==> src/rtl/fir_filter.sv <==
// 15-tap direct-form fixed-point FIR filter. Each tap product is floored to
// its own fractional width, the products are aligned and summed, and the sum
// is floored to the output format and saturated.
// Pipeline: delay line (E0) -> tap products (E1) -> saturated sum (E2).

// One tap: full-precision product, floored to PF fractional bits, then
// left-aligned to PFMAX fractional bits so all taps sum on a common grid.
module fir_tap #(
  parameter int CW    = 12,
  parameter int IW    = 12,
  parameter int FFULL = 16,  // fractional bits of the full product
  parameter int PF    = 12,  // fractional bits kept for this tap
  parameter int PFMAX = 12,  // common alignment grid
  parameter int PW    = 20,  // aligned product width
  parameter int COEF  = 1
) (
  input  logic signed [IW-1:0] x,
  output logic signed [PW-1:0] p
);
  localparam int FW    = CW + IW;
  localparam int DROP  = FFULL - PF;
  localparam int ALIGN = PFMAX - PF;
  localparam logic signed [CW-1:0] C = CW'(COEF);

  logic signed [FW-1:0] full;

  assign full = FW'(x) * FW'(C);
  // arithmetic shift right floors toward -inf; the kept value always fits PW
  assign p    = PW'(full >>> DROP) <<< ALIGN;
endmodule

module fir_filter #(
  parameter int COE_INTE_WL = 4,
  parameter int COE_FRAC_WL = 8,
  parameter int IN_INTE_WL  = 4,
  parameter int IN_FRAC_WL  = 8,
  parameter int OUT_INTE_WL = 4,
  parameter int OUT_FRAC_WL = 8,
  parameter int PRODUCT_FRAC_WL_ARRAY [0:14] =
    '{12, 12, 12, 12, 12, 12, 12, 12, 12, 12, 12, 12, 12, 12, 12},
  parameter int COEFFS [0:14] =
    '{1, 2, 4, 8, 12, 16, 20, 24, 20, 16, 12, 8, 4, 2, 1}
) (
  input  logic                                     clk,
  input  logic                                     rst,
  input  logic signed [IN_INTE_WL+IN_FRAC_WL-1:0]   data_in,
  input  logic                                     in_valid,
  output logic signed [OUT_INTE_WL+OUT_FRAC_WL-1:0] data_out,
  output logic                                     out_valid
);
  localparam int NTAPS  = 15;
  localparam int STAGES = 3;
  localparam int CW     = COE_INTE_WL + COE_FRAC_WL;
  localparam int IW     = IN_INTE_WL + IN_FRAC_WL;
  localparam int OW     = OUT_INTE_WL + OUT_FRAC_WL;
  localparam int PINT   = COE_INTE_WL + IN_INTE_WL;
  localparam int FFULL  = COE_FRAC_WL + IN_FRAC_WL;

  function automatic int pf_max();
    int m = 0;
    for (int k = 0; k < NTAPS; k++)
      if (PRODUCT_FRAC_WL_ARRAY[k] > m) m = PRODUCT_FRAC_WL_ARRAY[k];
    return m;
  endfunction

  localparam int PFMAX = pf_max();
  localparam int PW    = PINT + PFMAX;      // aligned product width
  localparam int AW    = PINT + 4 + PFMAX;  // 16 > 15 taps: sum cannot overflow
  localparam logic signed [AW-1:0] OMAX = AW'((2 ** (OW - 1)) - 1);
  localparam logic signed [AW-1:0] OMIN = AW'(-(2 ** (OW - 1)));

  logic [NTAPS-1:0][IW-1:0] dl;       // dl[0] is the newest sample
  logic [NTAPS-1:0][PW-1:0] prod_c;
  logic [NTAPS-1:0][PW-1:0] prod_q;
  logic [STAGES-1:0]        vld_pipe; // vld_pipe[STAGES-1] is out_valid
  logic signed [AW-1:0]     acc;
  logic signed [AW-1:0]     fl;
  logic signed [OW-1:0]     sat;

  // Delay line shifts only on accepted samples
  always_ff @(posedge clk or negedge rst)
    if (!rst)          dl <= '0;
    else if (in_valid) dl <= {dl[NTAPS-2:0], data_in};

  genvar k;
  generate
    for (k = 0; k < NTAPS; k++) begin : g_tap
      logic signed [PW-1:0] p;
      fir_tap #(
        .CW(CW), .IW(IW), .FFULL(FFULL), .PF(PRODUCT_FRAC_WL_ARRAY[k]),
        .PFMAX(PFMAX), .PW(PW), .COEF(COEFFS[k])
      ) u_tap (
        .x(dl[k]),
        .p(p)
      );
      assign prod_c[k] = p;
    end
  endgenerate

  // Product stage register; recomputed every cycle, qualified by vld_pipe
  always_ff @(posedge clk or negedge rst)
    if (!rst) prod_q <= '0;
    else      prod_q <= prod_c;

  // Sum aligned products, floor to the output grid, then clamp
  always_comb begin
    acc = '0;
    for (int i = 0; i < NTAPS; i++) acc = acc + AW'($signed(prod_q[i]));
    fl  = acc >>> (PFMAX - OUT_FRAC_WL);
    if (fl > OMAX)      sat = OW'(OMAX);
    else if (fl < OMIN) sat = OW'(OMIN);
    else                sat = fl[OW-1:0];
  end

  // Valid flags travel with the data, one bit per stage
  always_ff @(posedge clk or negedge rst)
    if (!rst) vld_pipe <= '0;
    else      vld_pipe <= {vld_pipe[STAGES-2:0], in_valid};

  // Output register holds its value between valid results
  always_ff @(posedge clk or negedge rst)
    if (!rst)                    data_out <= '0;
    else if (vld_pipe[STAGES-2]) data_out <= sat;

  assign out_valid = vld_pipe[STAGES-1];
endmodule

==> config.mk <==
export PLATFORM = sky130hd
export DESIGN_NAME = fir_filter
export DESIGN_NICKNAME = d
export VERILOG_FILES = /design/src/rtl/fir_filter.sv
export SDC_FILE = /design/constraint.sdc
export NUM_CORES = 1
export LEC_CHECK = 0
export BUFFER_PORTS_ARGS = -buffer_cell sky130_fd_sc_hd__buf_2
export CELL_PAD_IN_SITES_DETAIL_PLACEMENT = 0
export CELL_PAD_IN_SITES_GLOBAL_PLACEMENT = 1
export CORE_MARGIN = 2
export CORE_UTILIZATION = 53
export CTS_CLUSTER_SIZE = 24
export DETAILED_ROUTE_END_ITERATION = 8
export GPL_ROUTABILITY_DRIVEN = 1
export GPL_TIMING_DRIVEN = 0
export PLACE_DENSITY = 0.82
export SLEW_MARGIN = 20
export SYNTH_ARGS = -nofsm -noshare
export SYNTH_HDL_FRONTEND = slang
export SYNTH_SLANG_ARGS = --single-unit
export TNS_END_PERCENT = 5
==> constraint.sdc <==
create_clock -name clk -period 8.45 [get_ports clk]
set_input_delay 1.2675 -clock clk [delete_from_list [all_inputs] [get_ports clk]]
set_output_delay 1.2675 -clock clk [all_outputs]
set_load 0.01 [all_outputs]
# [Word level (Yosys, flattened, before mapping)]
# Cells that the tools add are included.
# Widths: inputs -> output; s select.
[word_totals] reg_bits=363 input_bits=15 output_inout_bits=13 wordCells=55
[op_classes] addsub=14 mul=5 n_lt_le_gt_ge=2 muxes=2
[op_table] operator="$mul 12x3->15 const B" n=3
[op_table] operator="$mul 12x4->16 const B" n=2
[op_table] operator="$add 23x8->24" n=1
[op_table] operator="$mux 12" n=2
[op_table] operator="$add 22x9->23" n=1
[op_table] operator="$add 21x10->22" n=1
[op_table] operator="$add 20x11->21" n=1
[op_table] operator="$add 19x13->20" n=1
[op_table] operator="$gt 20x12->1 const B" n=1
[op_table] operator="$lt 20x12->1 const B" n=1
[op_table] operator="$add 18x12->19" n=1
[op_table] operator="$add 17x14->18" n=1
[op_table] operator="$add 16x14->17" n=1
[op_table] operator="$add 15x14->16" n=1
[op_table] operator="$add 14x12->15" n=1
[op_table] operator="$add 12x13->14" n=1
[op_table] operator="$add 11x11->12" n=1
[op_table] operator="$add 10x10->11" n=1
[op_table] operator="$add 8x9->10" n=1

# [Longest topological paths before layout]
# Gate-level depths: netlist of the first run.
[depth] word_depth=17 depth_mapped=21 ltp_nobuf=20

# [Cells and area by module]
# A second synthesis of the first run with hierarchy kept.
[unflattened] cells_unflattened=2225 area_unflattened_um2=28023.1
[by_module_without_submodules] mod="fir_filter" n_inst=1 cells_per_inst=1590 area_each_um2=22958.3 seq_area_each_um2=12386.9
[by_module_without_submodules] mod="fir_tap (g_tap[0].u_tap ...)" n_inst=10 cells_per_inst=20 area_each_um2=150.1 seq_area_each_um2=0.0
[by_module_without_submodules] mod="fir_tap (g_tap[6].u_tap ...)" n_inst=2 cells_per_inst=89 area_each_um2=719.4 seq_area_each_um2=0.0
[by_module_without_submodules] mod="fir_tap (g_tap[10].u_tap ...)" n_inst=2 cells_per_inst=84 area_each_um2=708.2 seq_area_each_um2=0.0
[by_module_without_submodules] mod="fir_tap (g_tap[7].u_tap)" n_inst=1 cells_per_inst=89 area_each_um2=708.2 seq_area_each_um2=0.0

# [Least setup slack after synthesis of the first run]
# No wires, ideal clock.
[synth_path] kind="register to register" from="register, netlist name prod_q[7]" to="register data_out[2]" setup_time_ns=0.141 arrival_time_ns=5.728 slack_ns=2.581 stages_incl_launch_ff=20 n_path_buf=1 synth_period_minus_slack_ns=5.869 path_cell_list="dfrtp_1 -> fa_1 -> inv_1 -> fa_1 -> inv_1 -> fa_1 -> fa_1 -> fa_1 -> inv_1 -> fa_1 -> inv_1 -> ha_1 -> a211oi_1 -> nor3b_1 -> a2111oi_2 -> a21oi_1 -> o21a_1 -> a41oi_2 -> buf_6 -> o221ai_2"
[synth_via] elab_chain_cells=17
[synth_rtl] element="$add 8x9->10 (*)" line_no="108" text="for (int i = 0; i < NTAPS; i++) acc = acc + AW'($signed(prod_q[i]));"
[synth_rtl] element="$add 10x10->11 (*)" line_no="108"
[synth_rtl] element="$add 11x11->12 (*)" line_no="108"
[synth_rtl] element="$add 12x13->14 (*)" line_no="108"
[synth_rtl] element="$add 14x12->15 (*)" line_no="108"
[synth_rtl] element="$add 15x14->16 (*)" line_no="108"
[synth_rtl] element="$add 16x14->17 (*)" line_no="108"
[synth_rtl] element="$add 17x14->18 (*)" line_no="108"
[synth_rtl] element="$add 18x12->19 (*)" line_no="108"
[synth_rtl] element="$add 19x13->20 (*)" line_no="108"
[synth_rtl] element="$add 20x11->21 (*)" line_no="108"
[synth_rtl] element="$add 21x10->22 (*)" line_no="108"
[synth_rtl] element="$add 22x9->23 (*)" line_no="108"
[synth_rtl] element="$add 23x8->24 (*)" line_no="108"
[synth_rtl] element="$lt 20x12->1" line_no="111" text="else if (fl < OMIN) sat = OW'(OMIN);"
[synth_rtl] element="$mux 12" line_no="111"
[synth_rtl] element="$mux 12 (*)" line_no="110" text="if (fl > OMAX) sat = OW'(OMAX);"
[synth_rtl] element="end signal: assignment" line_no="123" text="else if (vld_pipe[STAGES-2]) data_out <= sat;"
[synth_rtl] element="end: declaration" line_no="48" text="output logic signed [OUT_INTE_WL+OUT_FRAC_WL-1:0] data_out,"
# Mark *: on every way between the ends. The rest lies on a longest branch, timed or not.
# A chain may end at the register's enable or synchronous reset.

# [Final worst setup path of the first run]
[layout_path] from="register, netlist name prod_q[249]" to="register data_out[8]"
[layout_via] elab_chain_cells=6
[layout_rtl] element="$add 21x10->22 (*)" line_no="108"
[layout_rtl] element="$add 22x9->23 (*)" line_no="108"
[layout_rtl] element="$add 23x8->24 (*)" line_no="108"
[layout_rtl] element="$lt 20x12->1" line_no="111"
[layout_rtl] element="$mux 12" line_no="111"
[layout_rtl] element="$mux 12 (*)" line_no="110"
# Marks and branches as above.

==> results.md, run 1 <==
* Outcome: complete, no violations
* Area share of fa/ha/maj cells after synthesis at 0.264
* Synth warnings at 0
* First-pass DRT Iterations at 5
* CP arrival at 6.85 ns
* Dominant synthesized flop cell: dfrtp_1
* Met1 GRT Util at 0.289
* GRT Residual Overflow at 0
* Largest net degree at the start of global routing at 94
* Vias at 10572
* Synth unique cells at 61
* Total CTS buffers at 37
* Die Wd at 195 um
* Sequential share of the synthesized area at 0.455
* Largest family of logic cells by synthesized area: adder cells
* Antenna cell count at 0
* Cell Chain, Critical Path: fa_1 -> inv_1 -> fa_1 -> inv_1 -> fa_1 -> inv_1 -> fa_1 -> inv_1 -> fa_1 -> inv_1 -> fa_1 -> inv_1 -> ha_1 -> a211o_1 -> a2111oi_2 -> a21oi_1 -> o21a_1 -> a41oi_2 -> buf_6 -> o221ai_2
* Critical Path RT at 8.84 ns
* Mapped Nets at 1812
* Total track usage at 0.204
* # Post-CTS Setup Buffers at 0
* Num rows at 70
* Fmax at 155 MHz
* Mean Syn Cell Area at 13.0 sq um
* Endpoints failing hold at 0
* CTS tree: yes
* WL/cell at 17.5 um
* Via density at 5.14
* Vias in the first global route at 11353
* FF+latch count, synth at 353
* Largest fanout on the critical path at 10
* Worst hold margin at 0.358 ns
* Gp weighted congestion at 0.817
* Delay-heaviest family, CP: adder cells
* H-tree levels at 2
* Setup Skew at 0.0131 ns
* Placed inst area at 20200 sq um
* Share of layout cells above drive strength 1 at 0.177
* Post-CTS sizing at 0
* Mux contribution to synthesized area at 0.0963
* Area Overhead vs Synth at 10.8%
* Post-synthesis xor/xnor area fraction at 0.0262
* Drt total wl at 36000 um
* Number of synthesized flops with an enable pin at 0
* Boundary pin count at 28
* Initial core utilization at 0.534
* Hold_buf cts at 0
* Initial antenna violation count at 0
* Max cap viols at 0
* DRT iter0 DRCs at 455
* TritonCTS Sinks at 353
* Clk root buf: clkbuf_16
* GR Util met2 at 0.335
* Slew margin rel. at 0.358
* Final Max Slew Viols at 0
* Slowest stage cell, crit path: fa_1
* Tightest Hold Check Type: flop to flop
* Design Area, Final at 21500 sq um
* Compound-gate portion of the synthesized area at 0.0565
* Post-route clock period utilization at 0.764
* Core region area at 36300 sq um
* Clk_lat worst skew at 0.53 ns
* Input/output buffers at 27
* Drt drc at 0
* Post-layout min period at 6.46 ns
* Slew @ Worst Pin at 0.962 ns
* Clk slew on worst S/H paths at 0.06 ns
* Die Ht at 195 um
* HPWL Detailed at 28300 um
* Nets at 1882
* Synth Cell Area at 19400 sq um
* Cells after synthesis at 1494
* Met3 Track Usage GR at 0.0290
* CTS Buffer Depth at 3
* CP Launch Type: flop
* FFs w/ async S/R, synth at 1.00
* CP Class: flop to flop
* Final-report setup violation count at 0
* GRT busiest layer: met2
* Antenna viol nets, final at 0
* CP peak stage delay at 0.70 ns
* First-pass GRT wire length at 60400 um
* Synth Area in Simple Gates at 0.0349
* Crit path capture type: flop
* Die area at 38100 sq um
* Crit path buf inv count at 7
* RSZ-0062 raised after global routing: no
-- registers in the layout, summed over array words and instances, names as in the netlist --
name / count
data_out: 12
dl: 170
prod_q: 168
vld_pipe: 3
-- final cells by class --
| type | instances | area [sq um] |
|---|---|---|
| flip-flops and latches | 353 | 8830 |
| clock buffers | 51 | 1070 |
| fillers | 2873 | 14900 |
| inverters | 311 | 1170 |
| repair buffers | 31 | 255 |
| plain buffers | 27 | 123 |
| well taps | 468 | 586 |
| clock inverters | 14 | 181 |
| multi-input cells | 803 | 9280 |
-- worst register-to-register path, stage by stage (launching register included) --
cell,delay (ns)
dfrtp_1,0.39
fa_1,0.70
inv_1,0.16
fa_1,0.66
inv_1,0.11
fa_1,0.52
inv_1,0.05
fa_1,0.48
inv_1,0.06
fa_1,0.53
inv_1,0.05
fa_1,0.50
inv_1,0.04
ha_1,0.29
a211o_1,0.34
a2111oi_2,0.34
a21oi_1,0.18
o21a_1,0.27
a41oi_2,0.32
buf_6,0.23
o221ai_2,0.11
-- Yosys cell counts, types with 2 or more instances --
library cell    n  share of area
buf_6           2         0.0012
a211oi_1        2        0.00077
or3_1           4         0.0013
or4b_2          2         0.0010
o31ai_1         3         0.0012
mux2_2        165          0.096
nor3b_1         4         0.0015
nor2_1         23         0.0045
nand3_1        17         0.0044
and3_1          2        0.00064
a31o_2          2        0.00090
and2_1          6         0.0019
a41o_1          3         0.0015
o21bai_1       11         0.0043
xnor2_1        43          0.019
dfrtp_1       353           0.46
or2b_1          2        0.00077
ha_1          125          0.081
nand2_1        27         0.0052
buf_1           6         0.0012
clkbuf_1       18         0.0035
nor2b_1         9         0.0029
fa_1          178           0.18
xor2_1         15         0.0068
a21o_1         16         0.0062
o21ai_0        25         0.0064
o211ai_1        5         0.0019
nor3_1         22         0.0057
a41oi_1         3         0.0014
o21a_1          2        0.00077
a31oi_1         2        0.00064
a2111oi_0       5         0.0023
a21oi_1        38         0.0098
a2111o_1        4         0.0023
inv_1         311          0.060
a311oi_1        4         0.0018
nand4_1         2        0.00064
o221ai_2       10         0.0077
-- metrics by stage --
step                worst slack, ns  setup TNS (ns)  instances   util
floorplan                      2.58               0       1494      -
global placement             -0.539         -166.71       1989  0.554
detailed placement             2.01               0       1993  0.557
CTS                            2.01               0       2058  0.591
global route                   1.68               0       2058  0.591
finish                         1.99               0       2058  0.591
-- path summary, 6_finish.rpt --
check	start	endpoint	slack (ns)	cells past startpoint
max reg2reg	prod_q[249]	data_out[8]	1.99	20
min	vld_pipe[0]	vld_pipe[1]	0.36	0
max in group asynchronous	rst	dl[133]	6.66	3
min reg2reg	vld_pipe[0]	vld_pipe[1]	0.36	0
max	prod_q[249]	data_out[8]	1.99	20
min in group asynchronous	rst	dl[58]	0.64	1
-- routing by layer --
layer  vias up  part of all wire
li1       4994                 -
met1      5374              0.46
met2       154              0.48
met3        50             0.033
met4         0             0.021
met5         -                 0
-- layout by cell type (no fill, tap or decap), drive strengths merged, types with 5 or more instances in the layout --
cell type and instances:
a21o 16, o221ai 11, o211ai 6, o21ai 25, dfrtp 353, buf 39
mux2 165, or3 5, nand2 27, clkbuf 69, nand3 18, nor3 22
nor2b 9, ha 125, nor2 23, and2 7, xor2 15, a21oi 39
inv 311, o21bai 11, fa 178, clkinv 10, xnor2 43, a2111oi 6
-- cell families after synthesis --
| family | count (synthesis) |
|---|---|
| muxes | 166 |
| AOI/OAI and AO/OA | 147 |
| DFF | 353 |
| buffers and inverters | 338 |
| and+or+nand+nor | 129 |
| adders and majority gates | 303 |
| xor gates and xnor gates | 58 |
Power of run 1 is left out: the tool's default activity adds up to more than one toggle a clock period on the data nets, which glitch-free logic cannot reach.
==> run 2, diff against run 1 <==
==> constraint.sdc (replaced) <==
create_clock -name clk -period 6.29 [get_ports clk]
set_input_delay 0.9435 -clock clk [delete_from_list [all_inputs] [get_ports clk]]
set_output_delay 0.9435 -clock clk [all_outputs]
set_load 0.01 [all_outputs]
==> results.md, run 2 (synthesis gave the netlist of run 1 again) <==
* Reg-to-Reg End: data_out[10] (was data_out[8])
* First-pass DRT Iterations at 5 (unchanged)
* H-tree levels at 2 (unchanged)
* Pre-CTS setup slack at -0.149 ns (was 2.01 ns)
* HPWL Detailed at 28300 um (unchanged)
* CP peak stage delay at 0.55 ns (was 0.70 ns)
* Clk root buf: clkbuf_16 (unchanged)
* RR Startpoint: prod_q[7] (was prod_q[249])
* Via density at 5.17 (was 5.14)
* Worst hold margin at 0.321 ns (was 0.358 ns)
* Core region area at 36300 sq um (unchanged)
* Die Ht at 195 um (unchanged)
* Slew @ Worst Pin at 0.990 ns (was 0.962 ns)
* Clk slew on worst S/H paths at 0.06 ns (about the same)
* Initial antenna violation count at 0 (unchanged)
* CP arrival at 6.49 ns (was 6.85 ns)
* DRT iter0 DRCs at 476 (was 455)
* Endpoints failing hold at 0 (unchanged)
* CP most frequent cell: fa_1
* Cell Chain, Critical Path: inv_1 -> fa_1 -> inv_1 -> fa_1 -> fa_1 -> fa_1 -> fa_1 -> inv_1 -> fa_1 -> inv_1 -> ha_1 -> a21oi_2 -> o21bai_2 -> a2111oi_4 -> a21oi_2 -> mux2i_1 -> o31ai_4 -> buf_6 -> o221ai_2 (was fa_1 -> inv_1 -> fa_1 -> inv_1 -> fa_1 -> inv_1 -> fa_1 -> inv_1 -> fa_1 -> inv_1 -> fa_1 -> inv_1 -> ha_1 -> a211o_1 -> a2111oi_2 -> a21oi_1 -> o21a_1 -> a41oi_2 -> buf_6 -> o221ai_2)
* Antenna viol nets, final at 0 (unchanged)
* Antenna cell count at 0 (unchanged)
* Tightest Hold Check Type: input port to asynchronous set/reset pin (was flop to flop)
* Slowest stage cell, crit path: fa_1 (unchanged)
* Setup crit start: prod_q[7] (was prod_q[249])
* Final Max Slew Viols at 0 (unchanged)
* Final-report setup violation count at 0 (unchanged)
* Total track usage at 0.205 (was 0.204)
* Critical Path RT at 6.68 ns (was 8.84 ns)
* Setup slack, reg-to-reg at 0.19 ns (was 1.99 ns)
* WL/cell at 17.7 um (was 17.5 um)
* Largest fanout on the critical path at 5 (was 10)
* Vias in the first global route at 11386 (was 11353)
* Share of layout cells above drive strength 1 at 0.191 (was 0.177)
* Initial core utilization at 0.534 (unchanged)
* Nets at 1890 (was 1882)
* Boundary pin count at 28 (unchanged)
* Gp weighted congestion at 0.817 (unchanged)
* Post-route clock period utilization at 0.970 (was 0.764)
* GRT Residual Overflow at 0 (unchanged)
* Slew margin rel. at 0.340 (was 0.358)
* Area Overhead vs Synth at 11.7% (was 10.8%)
* TritonCTS Sinks at 353 (unchanged)
* CP Launch Type: flop (unchanged)
* Critical Path Sink: data_out[10] (was data_out[8])
* Drt total wl at 36500 um (was 36000 um)
* Vias at 10671 (was 10572)
* Crit path capture type: flop (unchanged)
* Drt drc at 0 (unchanged)
* Clk_lat worst skew at 0.53 ns (about the same)
* Fmax at 164 MHz (was 155 MHz)
* Max reg flops at 170 (unchanged)
* Total CTS buffers at 37 (unchanged)
* Die area at 38100 sq um (unchanged)
* CP Class: flop to flop (unchanged)
* Commonest non-fill, non-tap cell in the layout: dfrtp_1 (unchanged)
* Input/output buffers at 27 (unchanged)
* Regs by FF count: dl (170), prod_q (168), data_out (12) (unchanged)
* Die Wd at 195 um (unchanged)
* Most flops, register: dl (unchanged)
* Most frequent cells in the layout: dfrtp_1, inv_1, fa_1 (unchanged)
* Largest net degree at the start of global routing at 94 (unchanged)
* Post-layout min period at 6.10 ns (was 6.46 ns)
* First-pass GRT wire length at 60600 um (was 60400 um)
* CTS tree: yes (unchanged)
* Setup Skew at 0.0116 ns (was 0.0131 ns)
* Outcome: complete, no violations (unchanged)
* Max cap viols at 0 (unchanged)
* Worst r2r path cells at 19 (was 20)
* Final setup margin at 0.187 ns (was 1.99 ns)
* Num rows at 70 (unchanged)
* CTS Buffer Depth at 3 (unchanged)
[run 2: cell count changes in the layout (fill, tap and decap cells not counted), moves of 2 or more]
cell,change
fa_1,-5
ha_2,+3
a21oi_1,-2
buf_6,+2
inv_1,-2
buf_4,+6
inv_2,+2
o21ai_0,-2
o21ai_1,+2
ha_1,-4
fa_2,+5
[run 2: metrics by stage]
step | instance area [sq um] | instances | TNS [ns] | util
finish | 21700 | 2066 | 0 | 0.596
global route | 21700 | 2066 | -0.00348 | 0.596
CTS | 21600 | 2060 | 0 | 0.593
detailed placement | 20200 | 1993 | -1.44 | 0.557
global placement | 20100 | 1989 | -815.50 | 0.554
floorplan | 19400 | 1494 | 0 | -
[run 2: what timing repair did]
item / CTS / global route
endpoints found under the setup margin: 11 / 11
pin swaps: 2 / 14
cloned: 2 / 0
hold buffers: 0 / 0
setup buffers: 0 / 6
resized for setup: 14 / 16
[run 2: layout make-up]
cell class | count | area [sq um]
plain buffers | 27 | 123
clock buffers | 51 | 1070
clock inverters | 14 | 181
fillers | 2858 | 14700
inverters | 311 | 1170
multi-input cells | 803 | 9400
flip-flops and latches | 353 | 8830
well taps | 468 | 586
repair buffers | 39 | 323
[run 2: worst min-delay path by stage]
stage	endpoint	slack [ns]	depth (start not counted)
finish	dl[58]	0.32	1
global route	dl[58]	0.34	1
CTS	dl[46]	0.31	1
detailed placement	vld_pipe[1]	0.34	0
global placement	vld_pipe[1]	0.34	0
floorplan	vld_pipe[1]	0.33	0
[run 2: per-layer routing]
layer / global-route usage / part of all wire / wire length (um) / up-vias
met2: 0.336 / 0.48 / 17700 / 155
met5: 0 / 0 / 0 / -
met1: 0.290 / 0.46 / 16800 / 5448
met4: 0.0574 / 0.023 / 850 / 0
li1: - / - / - / 5012
met3: 0.0283 / 0.032 / 1180 / 56
[run 2: critical path: cells and delay by family, from the launching register on]
family	cells	cell delay, ns
buffers and inverters	5	0.47
flip-flops	1	0.40
adder cells (fa/ha/maj)	7	3.54
AO/OA/AOI/OAI	6	1.39
multiplexers	1	0.17
Power of run 2 is left out for the same reason.
==> run 3, diff against run 2 <==
==> config.mk (replaced) <==
export PLATFORM = sky130hd
export DESIGN_NAME = fir_filter
export DESIGN_NICKNAME = d
export VERILOG_FILES = /design/src/rtl/fir_filter.sv
export SDC_FILE = /design/constraint.sdc
export NUM_CORES = 1
export LEC_CHECK = 0
export BUFFER_PORTS_ARGS = -buffer_cell sky130_fd_sc_hd__buf_2
export CELL_PAD_IN_SITES_DETAIL_PLACEMENT = 2
export CELL_PAD_IN_SITES_GLOBAL_PLACEMENT = 2
export CORE_MARGIN = 2
export CORE_UTILIZATION = 46
export CTS_CLUSTER_SIZE = 24
export DETAILED_ROUTE_END_ITERATION = 8
export GPL_ROUTABILITY_DRIVEN = 1
export GPL_TIMING_DRIVEN = 0
export PLACE_DENSITY = 0.83
export SLEW_MARGIN = 15
export SYNTH_ARGS = -nofsm -noshare
export SYNTH_HDL_FRONTEND = slang
export SYNTH_SLANG_ARGS = --single-unit
export TNS_END_PERCENT = 5
==> results.md, run 3 (synthesis gave the netlist of run 1 again) <==
* Vias at 12185 (was 10671)
* Final Max Slew Viols at 0 (unchanged)
* Post-layout min period at 6.61 ns (was 6.10 ns)
* Largest net degree at the start of global routing at 100 (was 94)
* Initial core utilization at 0.465 (was 0.534)
* RSZ-0062 raised after global routing: yes
* Setup slack, reg-to-reg at -0.32 ns (was 0.19 ns)
* Final setup margin at -0.319 ns (was 0.187 ns)
* Cell Chain, Critical Path: inv_1 -> fa_1 -> inv_1 -> fa_1 -> fa_1 -> fa_2 -> fa_1 -> inv_1 -> fa_1 -> inv_1 -> ha_4 -> nand2_1 -> nor2_2 -> or3b_4 -> a21oi_4 -> o211ai_4 -> o31ai_4 -> buf_6 -> buf_12 -> o221ai_4 (was inv_1 -> fa_1 -> inv_1 -> fa_1 -> fa_1 -> fa_1 -> fa_1 -> inv_1 -> fa_1 -> inv_1 -> ha_1 -> a21oi_2 -> o21bai_2 -> a2111oi_4 -> a21oi_2 -> mux2i_1 -> o31ai_4 -> buf_6 -> o221ai_2)
* Delay-heaviest family, CP: adder cells (unchanged)
* CP Launch Type: flop (unchanged)
* CP arrival at 7.03 ns (was 6.49 ns)
* Core region area at 41800 sq um (was 36300 sq um)
* Fmax at 151 MHz (was 164 MHz)
* Max cap viols at 0 (unchanged)
* CP peak stage delay at 0.62 ns (was 0.55 ns)
* Most flops, register: dl (unchanged)
* Share of layout cells above drive strength 1 at 0.223 (was 0.191)
* CTS Buffer Depth at 3 (unchanged)
* TritonCTS Sinks at 353 (unchanged)
* Commonest non-fill, non-tap cell in the layout: dfrtp_1 (unchanged)
* Boundary pin count at 28 (unchanged)
* Clk_lat worst skew at 0.59 ns (was 0.53 ns)
* Via density at 5.65 (was 5.17)
* Antenna cell count at 0 (unchanged)
* Drt drc at 0 (unchanged)
* Total track usage at 0.304 (was 0.205)
* Post-layout util at 0.533 (was 0.596)
* Num rows at 75 (was 70)
* Drt total wl at 66200 um (was 36500 um)
* Crit path buf inv count at 6 (was 5)
* Total CTS buffers at 41 (was 37)
* Failing checks: negative setup slack
* Clk slew on worst S/H paths at 0.06 ns (about the same)
* Nets at 1907 (was 1890)
* Clk root buf: clkbuf_16 (unchanged)
* Vias in the first global route at 14848 (was 11386)
* Regs by FF count: dl (170), prod_q (168), data_out (12) (unchanged)
* Initial antenna violation count at 1 (was 0)
* Tightest Hold Check Type: input port to asynchronous set/reset pin (unchanged)
* Worst r2r path cells at 20 (was 19)
* Slowest stage cell, crit path: fa_1 (unchanged)
* Die Ht at 209 um (was 195 um)
* First-pass DRT Iterations at 5 (unchanged)
* GRT Residual Overflow at 0 (unchanged)
* Outcome: finished, violations left (was complete, no violations)
* Final TNS setup at -2.88 ns (was 0 ns)
* Largest fanout on the critical path at 5 (unchanged)
* Setup Skew at 0.0191 ns (was 0.0116 ns)
* Area Overhead vs Synth at 14.8% (was 11.7%)
* Post-route clock period utilization at 1.05 (was 0.970)
* Critical Path RT at 6.71 ns (was 6.68 ns)
* Reg-to-Reg End: data_out[8] (was data_out[10])
* Die Wd at 209 um (was 195 um)
* Antenna viol nets, final at 0 (unchanged)
* H-tree levels at 2 (unchanged)
* WL/cell at 30.7 um (was 17.7 um)
* Die area at 43800 sq um (was 38100 sq um)
* Endpoints failing hold at 0 (unchanged)
* Final-report setup violation count at 11 (was 0)
* Input/output buffers at 27 (unchanged)
* Slew margin rel. at 0.222 (was 0.340)
* Slew @ Worst Pin at 1.17 ns (was 0.990 ns)
* HPWL Detailed at 40600 um (was 28300 um)
* CP Class: flop to flop (unchanged)
* Crit path capture type: flop (unchanged)
* Hold_buf cts at 0 (unchanged)
* CP most frequent cell: fa_1 (unchanged)
* CTS tree: yes (unchanged)
* Max reg flops at 170 (unchanged)
* Number of fill cells in the layout at 3791 (was 2858)
* RR Startpoint: prod_q[6] (was prod_q[7])
* First-pass GRT wire length at 97800 um (was 60600 um)
* Gp weighted congestion at 0.788 (was 0.817)
* DRT iter0 DRCs at 730 (was 476)
* Most frequent cells in the layout: dfrtp_1, inv_1, mux2_2 (was dfrtp_1, inv_1, fa_1)
## run 3: stage by stage
stage / cells / setup WS [ns] / cell area (sq um) / hold WS (ns)
final: 2155 / -0.319 / 22300 / 0.355
after global routing: 2155 / -0.376 / 22300 / 0.398
after CTS: 2147 / 0.00347 / 22000 / 0.378
after detailed placement: 2063 / -0.568 / 20300 / 0.363
after global placement: 2060 / -2.48 / 20200 / 0.359
after floorplan: 1494 / 0.421 / 19400 / 0.331
## run 3: worst max-delay path by stage
stage	slack, ns	start	cells past startpoint	end
3_3_place_gp	-2.48	rst	1	prod_q[200]
5_1_grt	-0.38	prod_q[6]	20	data_out[8]
6_report	-0.32	prod_q[6]	20	data_out[8]
3_5_place_dp	-0.57	prod_q[268]	19	data_out[7]
4_1_cts	0.003	prod_q[268]	20	data_out[7]
2_1_floorplan	0.42	prod_q[7]	19	data_out[2]
## run 3: timing repair
| action | CTS | global route |
|---|---|---|
| gates resized for setup | 54 | 35 |
| setup buffers | 12 | 8 |
| gates cloned | 2 | 0 |
| setup endpoints to repair | 12 | 11 |
| pin swaps | 27 | 41 |
## run 3: routing by layer
layer  track usage  vias to the layer above  wire [um]  part of all wire
li1              -                     5015          -                 -
met1         0.350                     6577      24600              0.37
met2         0.553                      386      35300              0.53
met3        0.0425                      207       2380             0.036
met4         0.156                        0       3790             0.057
met5             0                        -          0                 0
## run 3: area by class of cell
cell class / instances / area, sq um / share of cell area
clock buffer: 54 / 1120 / 0.0505
multi-input combinational: 803 / 9690 / 0.435
sequential: 353 / 8830 / 0.397
tap: 539 / 674 / 0.0303
buffer: 27 / 135 / 0.00607
clock inverter: 16 / 206 / 0.00927
inverter: 311 / 1170 / 0.0524
timing repair buffer: 52 / 445 / 0.0200
Power of run 3 is left out for the same reason.
